### config.mk
export PLATFORM = sky130hd
export DESIGN_NAME = regbank_write_arbiter
export DESIGN_NICKNAME = d
export VERILOG_FILES = /design/src/rtl/regbank_pkg.sv /design/src/rtl/rr_arbiter.sv /design/src/rtl/regbank_write_arbiter.sv
export SDC_FILE = /design/constraint.sdc
export NUM_CORES = 1
export LEC_CHECK = 0
export ABC_AREA = 0
export CAP_MARGIN = 20
export CELL_PAD_IN_SITES_DETAIL_PLACEMENT = 2
export CELL_PAD_IN_SITES_GLOBAL_PLACEMENT = 2
export CORE_ASPECT_RATIO = 0.75
export CORE_MARGIN = 10
export CORE_UTILIZATION = 23
export CTS_CLUSTER_SIZE = 14
export DETAILED_ROUTE_END_ITERATION = 10
export HOLD_SLACK_MARGIN = 0.02
export PLACE_DENSITY_LB_ADDON = 0.05
export SLEW_MARGIN = 20
export SYNTH_ARGS = -nofsm -noshare
export SYNTH_HDL_FRONTEND = slang
export SYNTH_SLANG_ARGS = --single-unit
### constraint.sdc
create_clock -name clk -period 2.37 [get_ports clk]
set_input_delay 0.474 -clock clk [delete_from_list [all_inputs] [get_ports clk]]
set_output_delay 0.474 -clock clk [all_outputs]
set_load 0.05 [all_outputs]
### src/rtl/regbank_pkg.sv
// ============================================================================
// regbank_pkg : shared geometry of the 16x32 register bank.
// Rev 1.0
// ============================================================================
`default_nettype none

package regbank_pkg;
  localparam int REG_AW   = 4;
  localparam int REG_DW   = 32;
  localparam int NUM_REGS = 16;
  localparam logic [REG_AW-1:0] REG_ZERO = 4'd0;
endpackage

`default_nettype wire

### src/rtl/rr_arbiter.sv
// ============================================================================
// rr_arbiter : combinational round-robin pick, scanning from ptr upward mod NREQ.
// Rev 1.0
// ============================================================================
`default_nettype none

module rr_arbiter #(
  parameter int NREQ = 3,
  parameter int PW   = 2
) (
  input  logic [NREQ-1:0] req,
  input  logic [PW-1:0]   ptr,
  output logic [NREQ-1:0] gnt,
  output logic [PW-1:0]   gnt_idx,
  output logic            any_gnt
);
  import regbank_pkg::*;

  int w_idx;

  always_comb begin
    gnt     = '0;
    gnt_idx = '0;
    any_gnt = 1'b0;
    w_idx   = 0;
    for (int k = 0; k < NREQ; k++) begin
      w_idx = (int'(ptr) + k) % NREQ;
      if (!any_gnt && req[w_idx]) begin
        any_gnt      = 1'b1;
        gnt[w_idx]   = 1'b1;
        gnt_idx      = PW'(w_idx);
      end
    end
  end
endmodule

`default_nettype wire

### src/rtl/regbank_write_arbiter.sv
// ============================================================================
// regbank_write_arbiter : round-robin sharing of the register bank write port,
// with a registered write stage and a saturating contention counter.
// Optional macro REGBANK_R0_ZERO_EN suppresses bank writes to r0.
// Rev 1.0
// ============================================================================
`default_nettype none

module regbank_write_arbiter
  import regbank_pkg::*;
#(
  parameter int NREQ = 3,
  parameter int AW   = REG_AW,
  parameter int DW   = REG_DW
) (
  input  logic             clk,
  input  logic             rst_n,
  input  logic             stall,
  input  logic [NREQ-1:0]  req,
  input  logic [NREQ*AW-1:0] req_dest,
  input  logic [NREQ*DW-1:0] req_data,
  output logic [NREQ-1:0]  ack,
  output logic             wr_en,
  output logic [AW-1:0]    wr_dest,
  output logic [DW-1:0]    wr_data,
  output logic [15:0]      conflicts
);
  localparam int C_PW = (NREQ > 1) ? $clog2(NREQ) : 1;

  logic [NREQ-1:0] w_req;
  logic [NREQ-1:0] w_gnt;
  logic [C_PW-1:0] w_idx;
  logic            w_any;
  logic [C_PW-1:0] w_ptr_nxt;
  logic [AW-1:0]   w_dest;
  logic [DW-1:0]   w_data;
  logic            w_wr_ok;
  logic            w_multi;

  logic [C_PW-1:0] r_ptr;
  logic            r_wr_en;
  logic [AW-1:0]   r_wr_dest;
  logic [DW-1:0]   r_wr_data;
  logic [15:0]     r_conflicts;

  assign w_req = stall ? '0 : req;

  rr_arbiter #(
    .NREQ (NREQ),
    .PW   (C_PW)
  ) u_rr_arbiter (
    .req     (w_req),
    .ptr     (r_ptr),
    .gnt     (w_gnt),
    .gnt_idx (w_idx),
    .any_gnt (w_any)
  );

  assign w_ptr_nxt = (w_idx == C_PW'(NREQ - 1)) ? '0 : w_idx + C_PW'(1);
  assign w_dest    = req_dest[w_idx*AW +: AW];
  assign w_data    = req_data[w_idx*DW +: DW];
  assign w_multi   = ($countones(req) >= 2);

`ifdef REGBANK_R0_ZERO_EN
  // r0 grants still consume the slot and advance ptr; only the strobe is dropped
  assign w_wr_ok = w_any && (w_dest != AW'(REG_ZERO));
`else
  assign w_wr_ok = w_any;
`endif

  always_ff @(posedge clk or negedge rst_n) begin
    if (!rst_n) begin
      r_ptr       <= '0;
      r_wr_en     <= 1'b0;
      r_wr_dest   <= '0;
      r_wr_data   <= '0;
      r_conflicts <= '0;
    end else begin
      r_wr_en <= w_wr_ok;
      if (w_wr_ok) begin
        r_wr_dest <= w_dest;
        r_wr_data <= w_data;
      end
      if (w_any) begin
        r_ptr <= w_ptr_nxt;
      end
      if (!stall && w_multi && (r_conflicts != 16'hFFFF)) begin
        r_conflicts <= r_conflicts + 16'd1;
      end
    end
  end

  assign ack       = w_gnt & {NREQ{rst_n}};
  assign wr_en     = r_wr_en;
  assign wr_dest   = r_wr_dest;
  assign wr_data   = r_wr_data;
  assign conflicts = r_conflicts;
endmodule

`default_nettype wire

Yosys cells after proc, flatten, opt, wreduce, memory -nomap -nowiden:

Cells that the tools add are included.

* $add $sub $neg: 6
* div/mod/pow operators: 3
* $lt $le $gt $ge: 7
* equality and inequality tests: 2
* shift-type cells: 2
* multiplexer cells: 26
* bitwise operators: 3
* reductions and logical operators: 10

Operators with widths (count)
* $ge A32 B1 Y1 const B: 3
* $lt A32 B4 Y1 const B: 3
* $shiftx A96 B8 Y32: 1
* $mod A32 B3 Y32 const B: 2
* $mod A3 B3 Y32 const B: 1
* $add A16 B1 Y16 const B: 1
* $ne A16 B16 Y1 const B: 1
* $mux W1: 12
* $mux W3: 4
* $shiftx A12 B5 Y4: 1
* $mux W2: 4
* $logic_and A1 B1 Y1: 7
* $bmux W1 S2: 3
* $demux W1 S2: 3
* $or A3 B3 Y3: 2
* $add A2 B1 Y3: 1
* $add A2 B1 Y3 const B: 1
* $add A2 B2 Y3 const B: 1
* $and A3 B3 Y3: 1
* $ge A3 B2 Y1 const B: 1
* $logic_not A1 Y1: 3
* $add A1 B1 Y2: 1
* $add A2 B1 Y2 const B: 1
* $eq A2 B2 Y1 const B: 1

* flip-flop bits (word level): 55
* input port bits: 114
* output and inout bits: 56
* word-level logic and storage cells: 64

Logic depth before layout (Yosys ltp):

* depth in word-level cells: 13
* depth in mapped cells: 10
* mapped depth without buffers: 7

Cells and area by module:

A second synthesis with hierarchy kept.

* cell total of the unflattened synthesis: 376
* area total of the unflattened synthesis: 3326.9 um2

Modules (own cells, without submodules)
* regbank_write_arbiter: times used 1, cells an instance 324, area an instance 2945.3 um2, sequential area each 1376.3 um2
* rr_arbiter: times used 1, cells an instance 52, area an instance 381.6 um2, sequential area each 0.0 um2

Worst setup path after synthesis:

No wires, ideal clock.

* kind: reg2out
* from: reg r_ptr[0]
* to: out ack[2]
* arrival time: 2750 ps
* data required time: 1896 ps
* slack: -854 ps
* stages on the path, launching flop included: 10
* buffers on the path: 2
* cell sequence: dfrtp_1 -> inv_1 -> ha_1 -> buf_6 -> and2b_1 -> o2bb2ai_1 -> nor2b_1 -> buf_2 -> o21ai_0 -> a221oi_1

* cells in the longest elaborated chain, start to end: 12
* elaborated cells between the ends (all ways): 41
* classes of those cells: 2 x add/sub; 3 x div; 6 x order compare; 20 x mux; 3 x bitwise; 7 x reduce/logical

Ends and longest elaborated chain
* from (decl): RTL line regbank_write_arbiter.sv:40 `logic [C_PW-1:0] r_ptr;`
* from (signal assigned): RTL line regbank_write_arbiter.sv:85 `r_ptr <= w_ptr_nxt;`
* branches (longest 10 deep; another with $mod A32 B3 Y32)
* $mux W3 (*): RTL line rr_arbiter.sv:28 `if (!any_gnt && req[w_idx]) begin`
* $and A3 B3 Y3 (*): RTL line regbank_write_arbiter.sv:93 `assign ack = w_gnt & {NREQ{rst_n}};`
* to (decl): RTL line regbank_write_arbiter.sv:22 `output logic [NREQ-1:0] ack,`

Mark *: on every way between the ends. The select of a mux whose other input is x is not followed.

Worst setup path after layout:

* from: reg r_ptr[1]
* to: out ack[2]

Same word-level chain as after synthesis.

==> results list <==
- Cell accounting for the most synthesized area: sky130_fd_sc_hd__dfrtp_1
- Fraction of the cycle the final worst path needs: 1.15
- The H-tree was split into 2 levels.
- Synthesis produced a netlist with a net count of 424.
- Cell family with most CP delay: buffers and inverters
* Initial antenna violation count: 0
- The clock arrives with 0.00755 ns of skew.
- Total wirelength of the detailed-routed design: 14800 um
- The share of total power dissipated in sequential elements is 0.222.
- Counting the buffers created by CTS gives 5.
- In the post-route analysis, the smallest setup slack over all paths is -0.344 ns.
* Shortest period the worst path allows: 2.71 ns
* Layer with the highest usage after global routing: met2
- Post-detailed-route DRC marker count: 0
- The share of synthesized area in the top cell type comes to 0.425.
* Sinks on the clock net: 55
- Summing internal, switching and leakage power gives 7320 uW.
- Yosys warns: 0
- The via count of the first global-routing pass is 3681.
* Largest net degree at the start of global routing: 56
- The root buffer cell chosen for the clock tree is sky130_fd_sc_hd__clkbuf_16.
* Cell Rows: 37
- In this run the tool buffered the top-level ports with 169 buffer cells.
* Final setup TNS: -0.909 ns
* Die Span X: 157 um
- Initial core utilization: 0.236
- Max Transition Viols Final: 0
* Result of the run: finished, violations left
- The checks that failed: setup timing.
* Fraction of layout cells with a size suffix above 1: 0.189
* Netlist Area Pre-Place: 0.00324 mm2
- Final-stage net count: 612
- Total via count in the routed design: 3256
- Largest fanout of any net on the critical path: 4
* Clock Path Buffers: 2
- Cell-by-cell trace of the critical path: buf_6 -> ha_4 -> and2b_2 -> o2bb2ai_4 -> buf_4 -> nand2b_4 -> nor2_1 -> a221oi_4 -> buf_12
- Cell types with the largest area share after synthesis: sky130_fd_sc_hd__dfrtp_1 (42%), sky130_fd_sc_hd__mux2i_1 (12%), sky130_fd_sc_hd__o32ai_1 (5.9%)
* VDD IR-drop max: 0.390 mV
- Measured against its own limit, the worst slew margin works out to 0.500.
- The first routing iteration left 124 violations.
- In the global route stage, met3 resource usage came out at 0.0699.
* Die Footprint: 0.0193 mm2
- DR WL/cell: 22.1 um
- From synthesis to final layout, the design area changed by 76.4%.
- Slew of the pin with the lowest slew margin: 0.751 ns
- Number of flip-flops and latches in the synthesized netlist: 55
- Global-route wire length before repair: 22300 um
- Clock transition at the registers of the reported paths: 0.07 ns
* Routability congestion estimate: 0.814
* Top-count cell post-synth: sky130_fd_sc_hd__dfrtp_1
- In the routed layout, each cell is associated on average with a via count of 4.87.
- The share of total power dissipated in the clock network is 0.101.
- Met1 GRT Util: 0.183
* Global Route met2 Usage: 0.237
- Setup repair after global routing could not meet its margin everywhere.
- The later pin in the worst-skew pair is clocked with a latency of 0.30 ns.
- Once detail routing completed, the nets flagged for antenna violations numbered 0.
* Yosys cell types: 51
* Max Cap Viol: 0
* Critical path launch point type: flip-flop
* Commonest cells in the synthesized netlist: sky130_fd_sc_hd__dfrtp_1 (55), sky130_fd_sc_hd__mux2i_1 (39), sky130_fd_sc_hd__a21oi_1 (26)
- HPWL after DPL: 11500 um
- Final Hold Violating Endpoints: 0
- Congestion Overflow GR: 0
* CP peak stage delay: 0.42 ns
- Post-cts hold buffer count: 0
* Ys async rst share: 1.00
* Top-level port count: 170
* Post-synthesis area per instance: 10.7 um2
- Final Setup Violations: 3
- Total inserted antenna cells: 0
- In the synthesized netlist the dominant register cell turns out to be sky130_fd_sc_hd__dfrtp_1.
- Seq/Total Area, Yosys: 0.425
- Core outline area: 0.0137 mm2
* Die span in y: 123 um
* Part of the total power dissipated in combinational logic: 0.677
- Class of the most critical setup path: flip-flop to output port
* Share of the core filled with cells in the final layout: 0.416
- Count of flip-flops with a built-in enable after synthesis: 0
- Data arrival, critical path: 2.24 ns
* Switching share of power: 0.493
* Power Dens Cells: 1280 mW/mm2
- Fmax achieved: 368 MHz
* Switching power summed over all nets: 3610 uW
- Drt first pass iters: 4
* Worst Path Buf+Inv: 3
- Hold Path Class: input port to asynchronous set/reset pin
- Kind of capture point of the worst setup path: output port
- The slowest stage of the critical path belongs to the cell sky130_fd_sc_hd__dfrtp_1.
* Endpoint required time on the critical path: 1.90 ns
* CTS tree: yes
- The analysis attributes to cell leakage a power of 0.00219 uW.
- For this run, the total global-route usage over all layers was measured as 0.148.
- Internal power: 3710 uW
- Synthesis produced a netlist whose cell count is 304.
## cells in the final DEF, fill, tap and decap left out, types with 4 or more instances in the layout
cell | netlist | routed
sky130_fd_sc_hd__clkdlybuf4s50_1 | 0 | 163
sky130_fd_sc_hd__dfrtp_1 | 55 | 55
sky130_fd_sc_hd__mux2i_1 | 39 | 29
sky130_fd_sc_hd__buf_4 | 6 | 27
sky130_fd_sc_hd__a21oi_1 | 26 | 26
sky130_fd_sc_hd__nand2_1 | 23 | 23
sky130_fd_sc_hd__o32ai_1 | 22 | 22
sky130_fd_sc_hd__nand3_1 | 19 | 19
sky130_fd_sc_hd__o211ai_1 | 10 | 10
sky130_fd_sc_hd__xnor2_1 | 10 | 10
sky130_fd_sc_hd__buf_12 | 0 | 9
sky130_fd_sc_hd__mux2i_2 | 0 | 8
sky130_fd_sc_hd__clkbuf_16 | 0 | 6
sky130_fd_sc_hd__nor2_1 | 5 | 5
sky130_fd_sc_hd__inv_1 | 6 | 4
sky130_fd_sc_hd__o211ai_2 | 4 | 4
sky130_fd_sc_hd__ha_1 | 6 | 4
## registers in the layout, summed over array words and instances (netlist names)
signal and count:
r_ptr 2, wr_data 32, wr_en 1, conflicts 16, wr_dest 4
## worst register-to-register path, stage by stage (launching register included)
cell and delay (ns):
sky130_fd_sc_hd__dfrtp_1 0.42, sky130_fd_sc_hd__buf_6 0.14, sky130_fd_sc_hd__ha_4 0.23, sky130_fd_sc_hd__and2b_2 0.22, sky130_fd_sc_hd__buf_4 0.14, sky130_fd_sc_hd__nor3b_2 0.15
sky130_fd_sc_hd__o31a_4 0.34, sky130_fd_sc_hd__buf_12 0.18, sky130_fd_sc_hd__mux2i_1 0.26, sky130_fd_sc_hd__a21oi_1 0.11
## metal layers
layer / vias up / share of wire
li1: 1510 / -
met1: 1612 / 0.45
met2: 127 / 0.44
met3: 7 / 0.11
met4: 0 / 0.0047
met5: - / 0
## cell families after synthesis
logic type,count (synthesis),share of synthesized area
adders and majority gates,7,0.0266
buffers and inverters,30,0.0594
muxes,42,0.133
and+or+nand+nor,74,0.126
DFF,55,0.425
AOI/OAI and AO/OA,84,0.198
xor gates and xnor gates,12,0.0324
## final timing paths
| path | startpoint | end | slack (ns) | cells after the start |
|---|---|---|---|---|
| worst max register to register | r_ptr[1]$_DFFE_PN0P_ | wr_data[12]$_DFFE_PN0P_ | 0.06 | 9 |
| worst min-delay path | rst_n | r_ptr[1]$_DFFE_PN0P_ | 0.42 | 2 |
| min in group clk | conflicts[11]$_DFFE_PN0P_ | conflicts[11]$_DFFE_PN0P_ | 0.51 | 1 |
| max in group asynchronous | rst_n | conflicts[11]$_DFFE_PN0P_ | 1.47 | 2 |
| worst min register to register | conflicts[11]$_DFFE_PN0P_ | conflicts[11]$_DFFE_PN0P_ | 0.51 | 1 |
| worst max-delay path | r_ptr[1]$_DFFE_PN0P_ | ack[2] | -0.34 | 9 |
## layout make-up
type,count,area (um2)
clock buffers,6,129
clock inverters,2,12.5
fillers,1433,8030
inverters,6,22.5
multi-input cells,219,1870
flip-flops and latches,55,1380
well taps,175,219
repair buffers,205,2090
## through the flow
step / hold slack, ns / worst slack (ns) / instance area [um2] / cells
3_3_place_gp: 0.484 / -0.231 / 5410 / 658
4_1_cts: 0.456 / -0.345 / 5620 / 667
6_report: 0.416 / -0.344 / 5720 / 668
3_5_place_dp: 0.512 / -0.384 / 5410 / 658
2_1_floorplan: 0.178 / -0.100 / 3320 / 304
5_1_grt: 0.494 / -0.442 / 5720 / 668
## what timing repair did
action,in CTS,in global routing
buffers inserted,1,2
pin swaps,1,2
gates cloned,0,1
setup endpoints to repair,25,37
gates resized for setup,10,17
## power groups by stage
| stage | Clock, uW | Sequential (uW) | Combinational [uW] |
|---|---|---|---|
| after floorplan | 0 | 2890 | 1680 |
| after global placement | 0 | 1610 | 4760 |
| after detailed placement | 0 | 1640 | 4840 |
| after CTS | 779 | 1630 | 4940 |
| after global routing | 824 | 1680 | 5290 |
| final | 742 | 1620 | 4950 |
(Power assumes the default switching activity.)
==> RTL edit 1: new RTL, same flow settings <==
Add a define of `REGBANK_R0_ZERO_EN`.
--- a/src/rtl/regbank_write_arbiter.sv
+++ b/src/rtl/regbank_write_arbiter.sv
@@ -5,6 +5,8 @@
 // Rev 1.0
 // ============================================================================
 `default_nettype none
+
+`define REGBANK_R0_ZERO_EN
 
 module regbank_write_arbiter
   import regbank_pkg::*;
Function: changed (a bounded check fails within 4 cycles, from zero or initial values and one cycle with rst_n low).
==> RTL edit 1 against the original RTL <==
- the flow still finishes with violations (negative setup slack)
- sequential cell count unchanged
- count of clock-buffer cells in the layout grew 1
- final cell count grew 15%
- die area increased by 5.1%
- sequential share of layout area is 2.7 points lower
- power is 18% higher
- routed wire length rose by 3.1%
- setup slack got worse by 0.23 ns
- synthesized area up 6.0%
- design area increased by 13%
- non-clock buffer count rose by 25
==> RTL edit 1: results <==
group,metric,value,unit
worst_setup_path,max_stage_delay,0.46,ns
synth,synth.distinct_cells,56,
placed_design,gp_congestion,0.768,
global_route,grt_pass1_wl,23200,microns
outcome,status,"complete, but fails checks",
power,ir_worst_vdd,0.609,mV
finish,final_nets,684,
placed_design,place_area,0.00573,sq mm
placed_design,io_buffers,169,
clocking,clk_latency,0.29,ns
timing,finalClockSkew,0.00819,ns
placed_design,place_ws,-0.841,ns
placed_design,dp_hpwl,11600,microns
timing,fin_ws,-0.577,ns
synth,synth_area_leaders,"dfrtp_1 40%, mux2i_1 11%, mux2_1 9.5%, o21ai_0 6.0%, nand2_1 5.1%",
power,power.static_leakage,2.84,nW
finish,fillers,1533,
worst_setup_path,slowest_stage,"dfrtp_2",
worst_setup_path,critPathTopFamily,"compound AO/OA/AOI/OAI gates",
outcome,violations,"negative setup slack",
worst_setup_path,cp_max_fo,10,
timing,finalSetupViolCount,40,
placed_design,place_inst,745,
finish,drive_above_1_share,27.1,%
global_route,grt_pass1_vias,3858,
timing,slew_headroom,49.1,%
synth,synthTopCellsByCount,"55 x dfrtp_1, 47 x nand2_1, 41 x o21ai_0",
route,drtIter0Drc,142,
synth,syn-num-nets,467,
worst_setup_path,arrival,3.13,ns
route,vias_per_cell,4.53,
route,drt-total-wl,15200,microns
global_route,grt_usage,14.1,%
route,drt-pass1-iter-count,4,
RTL edit 1: cell count changes after synthesis, sizes merged, moves of 7 or more:
cell    before  now
nor2         5   13
a21oi       28    4
clkbuf       2    9
buf         22   11
o21ai        5   42
nand3       21    9
mux2         3   35
nand2       23   47
o32ai       22    1
o211ai      14    1
RTL edit 1: what timing repair did:
item                       in CTS  in global routing
gates resized for setup        48                 66
setup endpoints to repair      46                 48
hold buffers                    0                  0
cloned                          1                  2
pin swaps                      12                 23
buffers inserted                9                  7
RTL edit 1: logic make-up (layout without fill, tap and decap cells):
group | after synthesis | after routing | share of synthesized area (%)
xor gates and xnor gates | 14 | 14 | 3.57
buffers and inverters | 29 | 247 | 4.19
adders and majority gates | 6 | 6 | 2.18
muxes | 74 | 74 | 22.8
DFF | 55 | 55 | 40.1
AOI/OAI and AO/OA | 72 | 72 | 13.8
and+or+nand+nor | 97 | 97 | 13.3
RTL edit 1: worst paths after layout:
path                       cells past startpoint    startpoint  slack [ns]           end
min in group clk                               1  conflicts[9]        0.49  conflicts[9]
setup / recovery                              10      r_ptr[1]       -0.58    wr_data[7]
hold / removal                                 2         rst_n        0.42  conflicts[1]
setup reg to reg                              10      r_ptr[1]       -0.58    wr_data[7]
hold reg to reg                                1  conflicts[9]        0.49  conflicts[9]
max in group asynchronous                      2         rst_n        1.40      r_ptr[1]
RTL edit 1: final cells by class:
class,count,area [sq um],share of cell area (%)
timing repair buffer,230,2340,36.2
multi-input combinational,263,2310,35.7
sequential,55,1380,21.3
tap,200,250,3.88
clock buffer,7,143,2.21
inverter,9,33.8,0.523
clock inverter,1,8.76,0.136
RTL edit 1: per-layer routing:
| metal | share of wire [%] | global-route usage, % | up-vias |
|---|---|---|---|
| met3 | 4.3 | 3.39 | 7 |
| met4 | 0.62 | 1.87 | 0 |
| met2 | 47 | 23.1 | 98 |
| met1 | 48 | 18.8 | 1691 |
| li1 | - | - | 1666 |
| met5 | 0 | 0 | - |
RTL edit 1: per-stage QoR:
stage / setup TNS (ns) / power (W)
6_report: -20.94 / 0.00863
4_1_cts: -19.85 / 0.00793
3_3_place_gp: -29.39 / 0.00646
2_1_floorplan: -20.76 / 0.00460
3_5_place_dp: -34.20 / 0.00661
5_1_grt: -24.46 / 0.00911
RTL edit 1: where the power goes:
| part | internal (W) | total (W) | switching, W |
|---|---|---|---|
| Combinational | 0.00297 | 0.00624 | 0.00327 |
| Sequential | 0.00135 | 0.00162 | 0.000273 |
| Clock | 0.000424 | 0.000768 | 0.000344 |
| Total | 0.00474 | 0.00863 | 0.00388 |
==> RTL edit 2: new RTL, same flow settings <==
Without the edit above. Make the reset (`rst_n`) synchronous in one clocked block.
--- a/src/rtl/regbank_write_arbiter.sv
+++ b/src/rtl/regbank_write_arbiter.sv
@@ -68,7 +68,7 @@
   assign w_wr_ok = w_any;
 `endif
 
-  always_ff @(posedge clk or negedge rst_n) begin
+  always_ff @(posedge clk) begin
     if (!rst_n) begin
       r_ptr       <= '0;
       r_wr_en     <= 1'b0;
Behaviour: differs if rst_n is asserted again (counterexample within 4 cycles, from zero or initial values and one cycle with rst_n low); with rst_n held inactive, the same outputs for 4 cycles.
==> RTL edit 2 against the original RTL <==
- the run still ends with negative setup slack left
- sequential power decreased by 19%
- setup slack improved by 0.12 ns
- synthesized area increased by 15%
- sequential cell count unchanged
- clock skew increased by 0.0012 ns
- routed wire length increased by 19%
- design area increased by 23%
- power decreased by 8.2%
==> RTL edit 2: results <==
group,metric,value,unit
synth,synth_seq_area_share,29.5,%
worst_setup_path,cp_max_fo,6,
worst_setup_path,startpoint,"r_ptr[0]",
worst_setup_path,rr_worst_depth,11,
outcome,violations,"negative setup slack",
power,power_frac_comb,66.8,%
finish,final_nets,723,
timing,finalSetupViolCount,39,
timing,fin_setup_tns,-5.30,ns
clocking,cts_setup_buffers,15,
synth,syn-num-nets,511,
worst_setup_path,critPathTopFamily,"flip-flops",
placed_design,gp_congestion,0.739,
synth,synth_compound_area_share,33.0,%
worst_setup_path,r2r_end,"wr_data[31]",
synth,synth-adder-area-share,2.01,%
synth,synth_mux_area_share,1.38,%
synth,synth_area_leaders,"dfxtp_1 30%, o32ai_2 13%, a221oi_2 12%, nor2b_1 7.0%, nor2_1 4.2%",
synth,synthXorXnorAreaFrac,2.58,%
outcome,status,"complete, but fails checks",
route,vias_per_cell,4.73,
worst_setup_path,max_stage_delay,0.37,ns
worst_setup_path,arrival,2.12,ns
global_route,grt_pass1_vias,4487,
power,ir_worst_vdd,0.375,mV
worst_setup_path,rrSetupSlack,-0.20,ns
placed_design,place_area,0.00594,sq mm
clocking,post_cts_resized,76,
route,drtIter0Drc,93,
timing,fin_ws,-0.223,ns
finish,drive_above_1_share,29.5,%
RTL edit 2: stage by stage:
step                      power (W)  instances
after global placement      0.00481        783
after global routing        0.00708        814
after CTS                   0.00662        813
after detailed placement    0.00488        783
final                       0.00671        814
after floorplan             0.00359        391
RTL edit 2: area by class of cell:
class / instances / area [sq um]
fillers: 1626 / 8940
multi-input cells: 264 / 2790
repair buffers: 237 / 2540
flip-flops and latches: 55 / 1110
well taps: 210 / 263
inverters: 40 / 155
clock buffers: 5 / 125
clock inverters: 3 / 46.3
RTL edit 2: kinds of logic (layout without fill, tap and decap cells):
group | after synthesis | after routing
buffers and inverters | 72 | 285
xor gates and xnor gates | 11 | 11
and+or+nand+nor | 143 | 143
AOI/OAI and AO/OA | 99 | 99
adders and majority gates | 6 | 6
muxes | 5 | 5
DFF | 55 | 55
RTL edit 2: metal layers:
metal	up-vias	share of wire [%]	GRT usage (%)
li1	1848	-	-
met1	1905	42	17.7
met2	87	50	27.3
met3	8	7.9	6.76
met4	0	0.64	2.89
met5	-	0	0
